<file path="config.mk">
export PLATFORM = sky130hd
export DESIGN_NAME = clint_mh
export DESIGN_NICKNAME = d
export VERILOG_FILES = /design/src/rtl/clint_mh.sv
export SDC_FILE = /design/constraint.sdc
export NUM_CORES = 1
export LEC_CHECK = 0
export BUFFER_PORTS_ARGS = -buffer_cell sky130_fd_sc_hd__buf_2
export CAP_MARGIN = 20
export CORE_MARGIN = 4
export CORE_UTILIZATION = 58
export DETAILED_ROUTE_END_ITERATION = 8
export GPL_TIMING_DRIVEN = 1
export PLACE_DENSITY = 0.81
export SYNTH_ARGS = -nofsm -noshare
export SYNTH_HDL_FRONTEND = slang
export SYNTH_SLANG_ARGS = --single-unit
</file>
<file path="constraint.sdc">
create_clock -name clock -period 4.35 [get_ports clock]
set_input_delay 0.6525 -clock clock [delete_from_list [all_inputs] [get_ports clock]]
set_output_delay 0.6525 -clock clock [all_outputs]
set_load 0.005 [all_outputs]
</file>
<file path="src/rtl/clint_mh.sv">
// clint_mh: multi-hart core-local interruptor.
// Derives an RTC tick from clk_freq/rtc_freq, keeps a 64-bit mtime and per-hart
// msip/mtimecmp registers, and drives per-hart software (msip) and timer (mtip)
// interrupt lines. Accessed over a simple single-cycle memory bus.
//
// Optional feature: define CLINT_MH_STOP_EN to add the stop_count input, which
// freezes the divider and mtime (bus writes to mtime still land).
//
// Ports:
//   clock, reset          core clock, synchronous active-high reset
//   stop_count            (CLINT_MH_STOP_EN only) hold divider and mtime
//   mem_valid             single-cycle request strobe
//   mem_addr[31:0]        byte address, bits [1:0] ignored
//   mem_wdata[31:0]       write data
//   mem_wstrb[3:0]        byte write enables, 0 = read
//   mem_ready             response strobe, one cycle after the request
//   mem_rdata[31:0]       read data, valid only while mem_ready=1, else 0
//   mtime[63:0]           current mtime
//   msip[num_harts-1:0]   software interrupt per hart
//   mtip[num_harts-1:0]   timer interrupt per hart
//
// Address map (offset from base_addr):
//   0x0000 + 4*h   msip[h] (bit 0)
//   0x4000 + 8*h   mtimecmp[h] low word, +4 high word
//   0xBFF8/0xBFFC  mtime low/high word
//   anything else in the 64 KiB window reads 0, ignores writes, still acks.

module clint_mh #(
    parameter int unsigned num_harts = 1,
    parameter int unsigned clk_freq  = 1000000000,
    parameter int unsigned rtc_freq  = 100000000,
    parameter logic [31:0] base_addr = 32'h0200_0000
) (
    input  logic                 clock,
    input  logic                 reset,
`ifdef CLINT_MH_STOP_EN
    input  logic                 stop_count,
`endif
    input  logic                 mem_valid,
    input  logic [31:0]          mem_addr,
    input  logic [31:0]          mem_wdata,
    input  logic [3:0]           mem_wstrb,
    output logic                 mem_ready,
    output logic [31:0]          mem_rdata,
    output logic [63:0]          mtime,
    output logic [num_harts-1:0] msip,
    output logic [num_harts-1:0] mtip
);

    localparam int unsigned DIV      = clk_freq / rtc_freq;
    // DIV<=1 collapses to a counter pinned at 0 that ticks every cycle.
    localparam logic [31:0] DIV_LAST = (DIV <= 1) ? 32'd0 : 32'(DIV - 1);

    localparam logic [13:0] MTIME_LO_WORD = 14'h2FFE;  // 0xBFF8 >> 2
    localparam logic [13:0] MTIME_HI_WORD = 14'h2FFF;  // 0xBFFC >> 2

    // State
    logic [31:0]          div_cnt_q, div_cnt_d;
    logic [63:0]          mtime_q, mtime_d;
    logic [63:0]          mtimecmp_q [num_harts];
    logic [63:0]          mtimecmp_d [num_harts];
    logic [num_harts-1:0] msip_q, msip_d;
    logic [num_harts-1:0] mtip_q, mtip_d;
    logic                 ready_q, ready_d;
    logic [31:0]          rdata_q, rdata_d;

    // Combinational helpers
    logic        run_c;
    logic        tick_c;
    logic [29:0] word_off_c;
    logic        in_win_c;
    logic [11:0] msip_hart_c;
    logic [10:0] cmp_hart_c;
    logic        sel_msip_c;
    logic        sel_cmp_c;
    logic        sel_mtime_lo_c;
    logic        sel_mtime_hi_c;
    logic        wr_c;
    logic [31:0] rsel_c;
    logic        unused_addr_c;

    assign unused_addr_c = ^mem_addr[1:0];

`ifdef CLINT_MH_STOP_EN
    assign run_c = ~stop_count;
`else
    assign run_c = 1'b1;
`endif

    // Merge a 32-bit write into an existing word, one byte lane per strobe bit.
    function automatic logic [31:0] merge_w(input logic [31:0] old_v,
                                            input logic [31:0] new_v,
                                            input logic [3:0]  strb);
        logic [31:0] res;
        res = old_v;
        for (int b = 0; b < 4; b++) begin
            if (strb[b]) begin
                res[8*b +: 8] = new_v[8*b +: 8];
            end
        end
        return res;
    endfunction

    // RTC divider: tick in the cycle the counter sits at DIV-1, then wrap.
    always_comb begin
        div_cnt_d = div_cnt_q;
        tick_c    = 1'b0;
        if (run_c) begin
            if (div_cnt_q == DIV_LAST) begin
                tick_c    = 1'b1;
                div_cnt_d = 32'd0;
            end else begin
                div_cnt_d = div_cnt_q + 32'd1;
            end
        end
    end

    // Address decode, word granular and relative to base_addr.
    always_comb begin
        word_off_c     = mem_addr[31:2] - base_addr[31:2];
        in_win_c       = (word_off_c[29:14] == 16'd0);
        msip_hart_c    = word_off_c[11:0];
        cmp_hart_c     = word_off_c[11:1];
        sel_msip_c     = in_win_c && (word_off_c[13:12] == 2'b00)
                         && (32'(msip_hart_c) < num_harts);
        sel_cmp_c      = in_win_c && (word_off_c[13:12] == 2'b01)
                         && (32'(cmp_hart_c) < num_harts);
        sel_mtime_lo_c = in_win_c && (word_off_c[13:0] == MTIME_LO_WORD);
        sel_mtime_hi_c = in_win_c && (word_off_c[13:0] == MTIME_HI_WORD);
        wr_c           = mem_valid && (mem_wstrb != 4'b0000);
    end

    // Next state for mtime, mtimecmp, msip and mtip. A write overrides only
    // its own byte lanes on top of the already-incremented mtime.
    always_comb begin
        mtime_d = tick_c ? (mtime_q + 64'd1) : mtime_q;
        if (wr_c && sel_mtime_lo_c) begin
            mtime_d[31:0] = merge_w(mtime_d[31:0], mem_wdata, mem_wstrb);
        end
        if (wr_c && sel_mtime_hi_c) begin
            mtime_d[63:32] = merge_w(mtime_d[63:32], mem_wdata, mem_wstrb);
        end

        msip_d = msip_q;
        mtip_d = mtip_q;
        for (int unsigned h = 0; h < num_harts; h++) begin
            mtimecmp_d[h] = mtimecmp_q[h];
            if (wr_c && sel_msip_c && (msip_hart_c == 12'(h)) && mem_wstrb[0]) begin
                msip_d[h] = mem_wdata[0];
            end
            if (wr_c && sel_cmp_c && (cmp_hart_c == 11'(h))) begin
                if (word_off_c[0]) begin
                    mtimecmp_d[h][63:32] = merge_w(mtimecmp_q[h][63:32], mem_wdata, mem_wstrb);
                end else begin
                    mtimecmp_d[h][31:0]  = merge_w(mtimecmp_q[h][31:0], mem_wdata, mem_wstrb);
                end
            end
            mtip_d[h] = (mtime_d >= mtimecmp_d[h]);
        end
    end

    // Read mux on pre-edge state; response lands one cycle later.
    always_comb begin
        rsel_c = 32'd0;
        for (int unsigned h = 0; h < num_harts; h++) begin
            if (sel_msip_c && (msip_hart_c == 12'(h))) begin
                rsel_c = {31'd0, msip_q[h]};
            end
            if (sel_cmp_c && (cmp_hart_c == 11'(h))) begin
                rsel_c = word_off_c[0] ? mtimecmp_q[h][63:32] : mtimecmp_q[h][31:0];
            end
        end
        if (sel_mtime_lo_c) begin
            rsel_c = mtime_q[31:0];
        end
        if (sel_mtime_hi_c) begin
            rsel_c = mtime_q[63:32];
        end
        ready_d = mem_valid;
        rdata_d = mem_valid ? rsel_c : 32'd0;
    end

    // State registers
    always_ff @(posedge clock) begin
        if (reset) begin
            div_cnt_q <= 32'd0;
            mtime_q   <= 64'd0;
            msip_q    <= '0;
            mtip_q    <= '0;
            ready_q   <= 1'b0;
            rdata_q   <= 32'd0;
            for (int unsigned h = 0; h < num_harts; h++) begin
                mtimecmp_q[h] <= 64'hFFFF_FFFF_FFFF_FFFF;
            end
        end else begin
            div_cnt_q <= div_cnt_d;
            mtime_q   <= mtime_d;
            msip_q    <= msip_d;
            mtip_q    <= mtip_d;
            ready_q   <= ready_d;
            rdata_q   <= rdata_d;
            for (int unsigned h = 0; h < num_harts; h++) begin
                mtimecmp_q[h] <= mtimecmp_d[h];
            end
        end
    end

    assign mem_ready = ready_q;
    assign mem_rdata = rdata_q;
    assign mtime     = mtime_q;
    assign msip      = msip_q;
    assign mtip      = mtip_q;

endmodule

</file>
Word level (Yosys, flattened, before mapping)
Memories as Yosys holds them, arrays and structs flattened.
Cells that the tools add are included.
{"block": "op_classes", "addsub": 3, "reduce_logical": 24, "bitwise": 1, "order_cmp": 3, "eq_ne": 4, "mux": 33}
{"cell": "$mux W32", "n": 8}
{"cell": "$mux W64", "n": 3}
{"cell": "$mux W8", "n": 16}
{"cell": "$add A64 B1 Y64 const B", "n": 1}
{"cell": "$ge A64 B64 Y1", "n": 1}
{"cell": "$reduce_or A64 Y1", "n": 1}
{"cell": "$add A32 B1 Y32 const B", "n": 1}
{"cell": "$eq A32 B4 Y1 const B", "n": 1}
{"cell": "$sub A30 B24 Y30 const B", "n": 1}
{"cell": "$eq A14 B14 Y1 const B", "n": 2}
{"cell": "$logic_and A1 B1 Y1", "n": 16}
{"cell": "$logic_not A16 Y1", "n": 1}
{"cell": "$logic_not A12 Y1", "n": 1}
{"cell": "$lt A12 B1 Y1 const B", "n": 1}
{"cell": "$logic_not A11 Y1", "n": 1}
{"cell": "$lt A11 B1 Y1 const B", "n": 1}
{"cell": "$mux W1", "n": 6}
{"cell": "$reduce_bool A4 Y1", "n": 1}
{"cell": "$reduce_or A2 Y1", "n": 2}
{"cell": "$eq A2 B1 Y1 const B", "n": 1}
{"cell": "$logic_not A2 Y1", "n": 1}
{"cell": "$not A1 Y1", "n": 1}
{"block": "word_totals", "mem_count": 1, "regBits": 131, "ramBits": 64, "wordCells": 75, "output_inout_bits": 99}
{"name": "mtimecmp_q", "depth": 1, "width": 64, "rd": 1, "rd_clocked_by_memory_dff": 0, "wr": 1, "line": "60", "text": "logic [63:0] mtimecmp_q [num_harts];"}

Depth between registers and ports, before layout
{"block": "logic_depth", "depth_word": 9, "ltp_mapped": 17, "depth_no_buf": 15}

Worst setup path after synthesis
No wires, ideal clock.
{"block": "synth_path", "kind": "in2reg", "from": "in mem_addr[25]", "to": "reg mtip_q, in the netlist mtip", "arrival_time_ns": 3.906, "setup_ns": 0.122, "required_ns": 4.228, "stages": 14, "path_slack_ns": 0.322, "n_path_buf": 0, "path_cell_list": "inv_1 > ha_1 > nor4b_1 > and3_1 > nand4_1 > nor3_2 > mux2_2 > ha_1 > nand2b_1 > a2111oi_0 > o31ai_1 > a211oi_1 > o22ai_1 > nand3b_1"}
{"element": "from (decl)", "line": "40", "text": "input logic [31:0] mem_addr,"}
{"element": "to (signal assigned)", "line": "199", "text": "mtip_q <= mtip_d;"}
{"element": "to (decl)", "line": "63", "text": "logic [num_harts-1:0] mtip_q, mtip_d;"}

Worst setup path after layout
{"block": "layout_path", "from": "reg div_cnt_q[27]", "to": "reg mtip_q, in the netlist mtip"}
{"block": "layout_via", "elab_chain_cells": 6}
{"element": "from (decl)", "line": "58", "text": "logic [31:0] div_cnt_q, div_cnt_d;"}
{"element": "from (signal assigned)", "line": "196", "text": "div_cnt_q <= div_cnt_d;"}
{"element": "$eq A32 B4 Y1 *", "line": "109", "text": "if (div_cnt_q == DIV_LAST) begin"}
{"element": "$mux W1 *", "line": "109"}
{"element": "$mux W64 *", "line": "136", "text": "mtime_d = tick_c ? (mtime_q + 64'd1) : mtime_q;"}
{"element": "$mux W8", "line": "97", "text": "if (strb[b]) begin"}
{"element": "$mux W32 *", "line": "137", "text": "if (wr_c && sel_mtime_lo_c) begin"}
{"element": "net mtime_d[26]", "line": "59", "text": "logic [63:0] mtime_q, mtime_d;"}
{"element": "$ge A64 B64 Y1 *", "line": "158", "text": "mtip_d[h] = (mtime_d >= mtimecmp_d[h]);"}
The timed path passes the listed nets; every way through them passes the cells marked *.
A chain may end at the register's enable or synchronous reset.

==> impl_metrics.tcl <==
set metrics [dict create \
    regArea_um2 3904 \
    vdd_drop_max_uv 232.2 \
    num_rows 50 \
    rr_startpoint "div_cnt_q[27]$_SDFF_PP0_" \
    cts_setup_buffers 0 \
    syn_nets 1433 \
    cp.required_ps 4730 \
    synth-edff-count 0 \
    cts_tree "built" \
    synth_area_um2 11270 \
    io_pins 170 \
    start_kind "register" \
    antenna_found_initial 2 \
    core_um2 18890 \
    ys.flop_type "dfxtp_1" \
    hold_viol 0 \
    clkTransAtPathRegs_ps 80 \
    grt_use_met3 0.06193 \
    track_usage 0.3142 \
    port_buffers 167 \
    synth-async-reset-ratio 0 \
    clkLatencyLatePin_ps 440 \
    drcViolationCount 0 \
    p_sw_frac 0.2481 \
    grt_start_max_net_pins 78 \
    pre_cts_slack_ps -139.6 \
    totalWireLength_um 35320 \
    vias 11050 \
    period_needed_ps 4155 \
    nFillCells 1558 \
    powerDensity_nw_per_um2 275.2 \
    wire_per_inst_um 20.24 \
    ys_ff_latch 195 \
    worst_slew_pin_slew_ps 1040 \
    die_y_um 147.4 \
    grt_pass1_wl_um 55280 \
    hold_buffers 0 \
    fin_total_pwr_uw 3637 \
    fin_crit_sh 0.9552 \
    max_freq_ghz 0.2407 \
    skew_ps 10.36 \
    mostFrequentLayoutCell "dfxtp_1" \
    avgSynthCellArea_um2 8.711 \
    maxSlewViolCount 0 \
    yosysSeqAreaShare 0.3463 \
    power_leakage_uw 0.006080 \
    viasPerCell 6.332 \
    path_cells "nor3_1, and4_1, and4_1, nand4_1, xor2_1, a21oi_1, ha_1, nand4_1, nor4_1, nor3b_1, nand4_1, o22ai_1, nand3b_1" \
    grt-ovfl-total 0 \
    path_max_fanout 10 \
    grt_util_met2 0.5088 \
    most-common-layout-cells "195 x dfxtp_1, 167 x buf_2, 151 x nor2_1" \
    cpMostUsedCell "nand4_1" \
    final_area_um2 13220 \
    start_util 0.5966 \
    numCtsBuffers 17 \
    clock_power_share 0.447 \
    worstPathBufferInverterCount 0 \
    cts_root_buf "clkbuf_16" \
    end_kind "register" \
    drtIter0Drc 1069 \
    min_path_type "reg2reg" \
    p_switching_uw 902.2 \
    fin_ws_ps 194.9 \
    gp_congestion 0.9568 \
    combPwrFrac 0.053 \
    gr-max-usage-layer "met2" \
    cts.path.max_buffers 2 \
    startpoint "div_cnt_q[27]$_SDFF_PP0_" \
    path_class "reg2reg" \
    grt_use_met1 0.4089 \
    setup_viol 0 \
    fp.dieArea_um2 21730 \
    ys_types 60 \
    dpl_cell_area_um2 12620 \
    die_w_um 147.4 \
    ant_nets 0 \
    cp.arrival_ps 4530 \
    dr.pass1.iters 5 \
    rsz0062_at_grt "false" \
    hpwl_um 25910 \
    area_delta_synth_final_pct 17.24 \
    slew_headroom 0.3052 \
    grt_pass1_vias 10740 \
    cp_top_family "simple AND/OR/NAND/NOR gates" \
    num-nets-final 1609 \
    slowest_delay_ps 640 \
    p_int_uw 2734 \
    seq_power_share 0.500 \
    ys_warn_count 0 \
    multi_input_area_um2 7054 \
    fin_setup_tns_ps 0 \
    cts_resized 0 \
    synth_cells 1294 \
    hold_start "div_cnt_q[0]$_SDFF_PP0_" \
    run_status "complete, no violations" \
    cts_sinks 195 \
    htree_levels 4 \
    critPathSlowestCell "and4_1" \
    drive_gt1_frac 0.1929 \
    drv_cap 0 \
]
-- area by class of cell --
class / count / area share
multi-input combinational: 1016 / 0.5338
sequential: 195 / 0.2954
timing repair buffer: 223 / 0.09600
clock buffer: 17 / 0.03219
tap: 260 / 0.02462
clock inverter: 15 / 0.01278
inverter: 17 / 0.004829
antenna: 2 / 0.0003787
-- metrics by stage --
step	cells	hold slack, ps	util
after floorplan	1294	440.9	-
after global placement	1711	459.3	0.6677
after detailed placement	1711	470.2	0.6677
after CTS	1743	487.6	0.6992
after global routing	1744	508.1	0.6993
final	1745	484.8	0.6995
-- flip-flops by register name (all words and copies together), names as in the netlist --
signal      count
mtip            1
mem_rdata      32
mtime          64
msip            1
mem_ready       1
mtimecmp_q     64
div_cnt_q      32
-- cell usage after synthesis, types with 3 or more instances --
master	count	area, um2
xnor2_1	33	289.0
o21a_1	3	22.52
nor3_1	26	130.1
nor4_1	24	150.1
a21oi_1	73	365.4
a21o_1	13	97.59
buf_1	3	11.26
nor3_2	7	70.07
nor4_4	8	170.2
nor2_1	152	570.6
dfxtp_1	195	3904
xor2_1	53	464.2
nor3b_1	3	22.52
o22ai_1	8	50.05
o21ai_0	24	120.1
and4_1	21	183.9
o21ai_1	4	20.02
mux2i_1	115	1151
inv_1	17	63.81
o22a_1	9	78.83
a211oi_1	40	300.3
nand3_1	51	255.2
ha_1	68	850.8
a221o_1	22	220.2
nand4_1	55	344.1
and2_0	3	18.77
and3_1	18	112.6
o31ai_1	3	22.52
and2_1	14	87.58
nand2_1	123	461.7
or3_1	9	56.30
buf_2	4	20.02
clkbuf_1	57	214.0
nand2b_1	3	18.77
-- power by group through the flow --
| stage | logic [uW] | registers [uW] | clock network (uW) |
|---|---|---|---|
| after global routing | 208 | 1820 | 1700 |
| after global placement | 183 | 1860 | 0 |
| after detailed placement | 188 | 1860 | 0 |
| after CTS | 189 | 1820 | 1630 |
| after floorplan | 102 | 1850 | 0 |
| final | 194 | 1820 | 1630 |
-- worst paths after layout --
kind / to / slack (ps) / cells past startpoint
setup / recovery: mtip$_SDFF_PP0_ / 190 / 13
hold / removal: div_cnt_q[0]$_SDFF_PP0_ / 480 / 1
hold reg to reg: div_cnt_q[0]$_SDFF_PP0_ / 480 / 1
setup reg to reg: mtip$_SDFF_PP0_ / 190 / 13
-- per-layer routing --
metal / share of wire / up-vias
met3: 0.10 / 108
met2: 0.45 / 634
li1: - / 5105
met5: 0 / -
met4: 0.040 / 0
met1: 0.41 / 5202
-- cells by family after synthesis --
| kind of cell | count (synthesis) | synth area share |
|---|---|---|
| AO/OA/AOI/OAI | 213 | 0.1264 |
| XOR/XNOR | 86 | 0.06682 |
| adder cells (fa/ha/maj) | 68 | 0.07548 |
| buffers and inverters | 83 | 0.02886 |
| flip-flops | 195 | 0.3463 |
| multiplexers | 116 | 0.1031 |
| AND/OR/NAND/NOR | 533 | 0.2530 |
(Power assumes the default switching activity.)
